File: src/rtl/id_ex_stage.sv
// ID/EX pipeline register with load-use hazard detection and a saturating bubble counter.
// A bubble (flush from EX or load-use stall) clears the EX slot to an all-zero NOP.
module id_ex_stage (
  input  logic        clk,
  input  logic        rst,
  input  logic        reg_write_d,
  input  logic        mem_write_d,
  input  logic        slt_d,
  input  logic        lui_d,
  input  logic        alu_src_d,
  input  logic [1:0]  result_src_d,
  input  logic [2:0]  ex_d,
  input  logic [1:0]  jump_t_d,
  input  logic [31:0] pc_d,
  input  logic [31:0] pc_plus4_d,
  input  logic [31:0] rd1_d,
  input  logic [31:0] rd2_d,
  input  logic [31:0] imm_d,
  input  logic [4:0]  rs1_d,
  input  logic [4:0]  rs2_d,
  input  logic [4:0]  rd_d,
  input  logic        valid_d,
  input  logic        flush_e,
  output logic        reg_write_e,
  output logic        mem_write_e,
  output logic        slt_e,
  output logic        lui_e,
  output logic        alu_src_e,
  output logic [1:0]  result_src_e,
  output logic [2:0]  ex_e,
  output logic [1:0]  jump_t_e,
  output logic [31:0] pc_e,
  output logic [31:0] pc_plus4_e,
  output logic [31:0] rd1_e,
  output logic [31:0] rd2_e,
  output logic [31:0] imm_e,
  output logic [4:0]  rs1_e,
  output logic [4:0]  rs2_e,
  output logic [4:0]  rd_e,
  output logic        valid_e,
  output logic        lw_stall,
  output logic        stall_f,
  output logic        stall_d,
  output logic [15:0] bubble_cnt
);

  localparam logic [1:0] RES_LOAD = 2'b01;

  typedef struct packed {
    logic        valid;
    logic        reg_write;
    logic        mem_write;
    logic        slt;
    logic        lui;
    logic        alu_src;
    logic [1:0]  result_src;
    logic [2:0]  ex;
    logic [1:0]  jump_t;
    logic [31:0] pc;
    logic [31:0] pc_plus4;
    logic [31:0] rd1;
    logic [31:0] rd2;
    logic [31:0] imm;
    logic [4:0]  rs1;
    logic [4:0]  rs2;
    logic [4:0]  rd;
  } ex_slot_t;

  ex_slot_t    slot_in;
  ex_slot_t    slot_d, slot_q;
  logic [15:0] bubble_cnt_d, bubble_cnt_q;
  logic        bubble;

  assign slot_in = '{
    valid:      valid_d,
    reg_write:  reg_write_d,
    mem_write:  mem_write_d,
    slt:        slt_d,
    lui:        lui_d,
    alu_src:    alu_src_d,
    result_src: result_src_d,
    ex:         ex_d,
    jump_t:     jump_t_d,
    pc:         pc_d,
    pc_plus4:   pc_plus4_d,
    rd1:        rd1_d,
    rd2:        rd2_d,
    imm:        imm_d,
    rs1:        rs1_d,
    rs2:        rs2_d,
    rd:         rd_d
  };

  // x0 is hardwired zero, so a load targeting it can never create a hazard.
  assign lw_stall = slot_q.valid && valid_d && (slot_q.result_src == RES_LOAD) &&
                    (slot_q.rd != 5'd0) && ((rs1_d == slot_q.rd) || (rs2_d == slot_q.rd));
  assign stall_f  = lw_stall;
  assign stall_d  = lw_stall;
  assign bubble   = flush_e || lw_stall;

  always_comb begin
    // NOTE: every always_comb target gets a default first so no path can infer a latch.
    slot_d       = slot_in;
    bubble_cnt_d = bubble_cnt_q;
    if (bubble) begin
      slot_d = '0;
      if (bubble_cnt_q != 16'hFFFF) bubble_cnt_d = bubble_cnt_q + 16'd1;
    end
  end

  // NOTE: state registers use non-blocking assignments so all flops update from pre-edge values.
  always_ff @(posedge clk) begin
    if (rst) begin
      slot_q       <= '0;
      bubble_cnt_q <= '0;
    end else begin
      slot_q       <= slot_d;
      bubble_cnt_q <= bubble_cnt_d;
    end
  end

  assign valid_e      = slot_q.valid;
  assign reg_write_e  = slot_q.reg_write;
  assign mem_write_e  = slot_q.mem_write;
  assign slt_e        = slot_q.slt;
  assign lui_e        = slot_q.lui;
  assign alu_src_e    = slot_q.alu_src;
  assign result_src_e = slot_q.result_src;
  assign ex_e         = slot_q.ex;
  assign jump_t_e     = slot_q.jump_t;
  assign pc_e         = slot_q.pc;
  assign pc_plus4_e   = slot_q.pc_plus4;
  assign rd1_e        = slot_q.rd1;
  assign rd2_e        = slot_q.rd2;
  assign imm_e        = slot_q.imm;
  assign rs1_e        = slot_q.rs1;
  assign rs2_e        = slot_q.rs2;
  assign rd_e         = slot_q.rd;
  assign bubble_cnt   = bubble_cnt_q;

endmodule

File: config.mk
export PLATFORM = sky130hd
export DESIGN_NAME = id_ex_stage
export DESIGN_NICKNAME = d
export VERILOG_FILES = /design/src/rtl/id_ex_stage.sv
export SDC_FILE = /design/constraint.sdc
export NUM_CORES = 1
export LEC_CHECK = 0
export CORE_AREA = 4 4 153 155
export CTS_BUF_LIST = sky130_fd_sc_hd__clkbuf_8
export DETAILED_ROUTE_END_ITERATION = 10
export DIE_AREA = 0 0 157 159
export PLACE_DENSITY_LB_ADDON = 0.1
export SLEW_MARGIN = 25
export SYNTH_ARGS = -nofsm -noshare
export SYNTH_HDL_FRONTEND = slang
export SYNTH_SLANG_ARGS = --single-unit
File: constraint.sdc
create_clock -name clk -period 2.72 [get_ports clk]
set_input_delay 0.408 -clock clk [delete_from_list [all_inputs] [get_ports clk]]
set_output_delay 0.408 -clock clk [all_outputs]
set_load 0.01 [all_outputs]
==> results.ini <==
[pwr]
p_leak_uw = 0.00445
vdd_drop_max_mv = 0.334
power_density_mw_per_mm2 = 595

[synthesis]
synth-edff-count = 0
synth_flop_cell = dfxtp_1
seq_area_frac_synth = 0.665
netlist_area_mm2 = 0.00614
async_flop_share = 0
ys_ff_latch = 204
synth_nets = 716
synth_cell_types = 38
ys_warn_count = 0
syn_inst = 524
synth.avg_cell_area_um2 = 11.7

[drt]
totalWireLength_um = 21300
wl_per_cell_um = 17.0
firstDrtPassIters = 4
vias = 5015
drt_iter0_drc = 129
viasPerCell = 3.99
drc = 0
ant_nets = 0

[place]
place_inst = 1192
placed_area_mm2 = 0.0105
dp_hpwl_um = 16800
port_buffers = 397
gp_congestion = 0.807

[sta]
slew_headroom = 0.610
finalSetupViolations = 0
fmax_mhz = 397
rsz0062_at_grt = false
finalHoldViolations = 0
worst_pin_slew_ns = 0.585
finalClockSkew_ns = 0.0172
slew_viol_final = 0
post-route-min-period_ns = 2.52
post-route-period-util = 0.926

[cells_and_area]
areaGrowthSynthToFinish_pct = 83.5
fillCellCount = 2021
final_util = 0.516
drive_gt1_frac = 0.0840
mostFrequentLayoutCells = clkdlybuf4s50_1, dfxtp_1, and2_1
fin_cells = 1256
antennaDiodeCount = 0
final_common_cell = clkdlybuf4s50_1
post-route-cell-area_mm2 = 0.0113
fin_nets = 1144

[clock_network]
root_buffer = clkbuf_8
cts_buffers = 37
tritoncts = done
worstSkewPairLatency_ns = 0.51
hold_buffers = 0
path_clk_slew_ns = 0.06
htreeDepth = 2
clockBufferDepth = 3
clock-sinks = 204

[run_status]
status = completed

[hold_path]
hold_class = input port to register
hold_depth = 2
min_to = pc_e[19]
hold_start = pc_d[19]

[worst_setup_path]
cp_max_fo = 4
critPathLaunchType = register
required_ns = 2.31
path_cells = or4_1 > o21ai_2 > nor2_1 > buf_4 > dlygate4sd2_1
crit_path_max_incr_delay_ns = 0.57
r2r-start = bubble_cnt[1]
r2r_end = bubble_cnt[5]
cp.arrival_ns = 2.11
cp_slowest_cell = or4_1
critical_path_class = register to output port
cp-end-kind = output port
reg2reg_depth = 7
r2r_slack_ns = 0.45

[grt]
grtUsageTotal = 0.163
grt_pass1_vias = 5122
grt.overflow.total = 0
grt_max_degree = 29
antenna_found_initial = 0
grt_pass1_wl_um = 31300

[die]
start_util = 0.281
die_x_um = 157
core_area_mm2 = 0.0218
std_cell_rows = 54
io_pins = 398
die_area_mm2 = 0.0250
chipHeight_um = 159

[run]
cap_violations = 0

-- layer usage --
layer	vias to the layer above	wire length (um)	global-route usage
met5	-	0	0
met4	0	249	0.0406
met3	23	2460	0.0742
met2	242	10900	0.300
met1	2211	7770	0.167
li1	2539	-	-
-- cells by family (layout without fill, tap and decap cells) --
kind of cell             after synthesis  in the layout  share of synthesized area
buffers and inverters                 26            478                     0.0281
adder cells (fa/ha/maj)                1              1                    0.00204
AND/OR/NAND/NOR                      247            247                      0.250
multiplexers                           2              2                    0.00408
XOR/XNOR                              12             12                     0.0171
flip-flops                           204            204                      0.665
AO/OA/AOI/OAI                         32             32                     0.0332
-- worst max-delay path: cells and delay by family (launching register included) --
family / cells / cell delay [ns]
buffers and inverters: 2 / 0.43
AO/OA/AOI/OAI: 1 / 0.18
AND/OR/NAND/NOR: 2 / 0.63
flip-flops: 1 / 0.38
-- how the worst max path moves through the flow --
stage	from	endpoint	slack [ns]	depth (start not counted)
detailed placement	rs1_d[2]	stall_d	-0.13	7
finish	rd_e[2]	stall_d	0.20	5
CTS	rd_e[2]	stall_d	0.15	5
global placement	rs1_d[2]	stall_d	-0.15	7
floorplan	bubble_cnt[0]	bubble_cnt[5]	0.60	8
global route	rd_e[2]	stall_d	0.06	5
-- state kept, by name, summed over array words and instances (netlist names), 5 cells and up --
register,count
rd2_e,32
rd_e,5
rd1_e,32
pc_e,32
pc_plus4_e,32
imm_e,32
rs1_e,5
bubble_cnt,16
rs2_e,5
-- layout make-up --
class	instances	area [um2]	share of cell area
tap	280	350	0.0311
clock buffer	49	674	0.0599
timing repair buffer	415	4210	0.373
sequential	204	4090	0.363
clock inverter	14	58.8	0.00522
multi-input combinational	294	1890	0.168
-- repair_timing --
| item | 4_1_cts | 5_1_grt |
|---|---|---|
| gates resized for setup | 6 | 0 |
| setup endpoints to repair | 3 | 0 |
| setup buffers | 1 | 0 |
-- power breakdown --
group,switching [uW],total [uW],internal (uW)
sequential,35.0,3140,3110
clock,1200,2800,1600
combinational,238,753,515
total,1480,6700,5220
-- stage by stage --
stage / worst slack [ns] / power, uW / setup TNS [ns] / hold slack (ns)
after floorplan: 0.599 / 3400 / 0 / 0.510
after global placement: -0.148 / 3960 / -0.722 / 0.508
after detailed placement: -0.128 / 3970 / -0.686 / 0.509
after CTS: 0.149 / 6840 / 0 / 0.406
after global routing: 0.0614 / 7010 / 0 / 0.422
final: 0.202 / 6700 / 0 / 0.452
-- synthesized netlist by cell type (2+ instances only) --
library cell / count / area (um2)
clkbuf_1: 9 / 33.8
nand2_1: 5 / 18.8
nor3_1: 2 / 10.0
o31ai_1: 3 / 22.5
and2_1: 188 / 1180
dfxtp_1: 204 / 4080
or4_1: 4 / 30.0
buf_6: 3 / 33.8
nor2_1: 8 / 30.0
a21oi_1: 12 / 60.1
buf_4: 14 / 105
nand3_1: 14 / 70.1
and3_1: 5 / 31.3
o21ai_0: 10 / 50.1
nand4_1: 3 / 18.8
or3_1: 8 / 50.1
xor2_1: 11 / 96.3
Power figures use the tool's default switching activity.
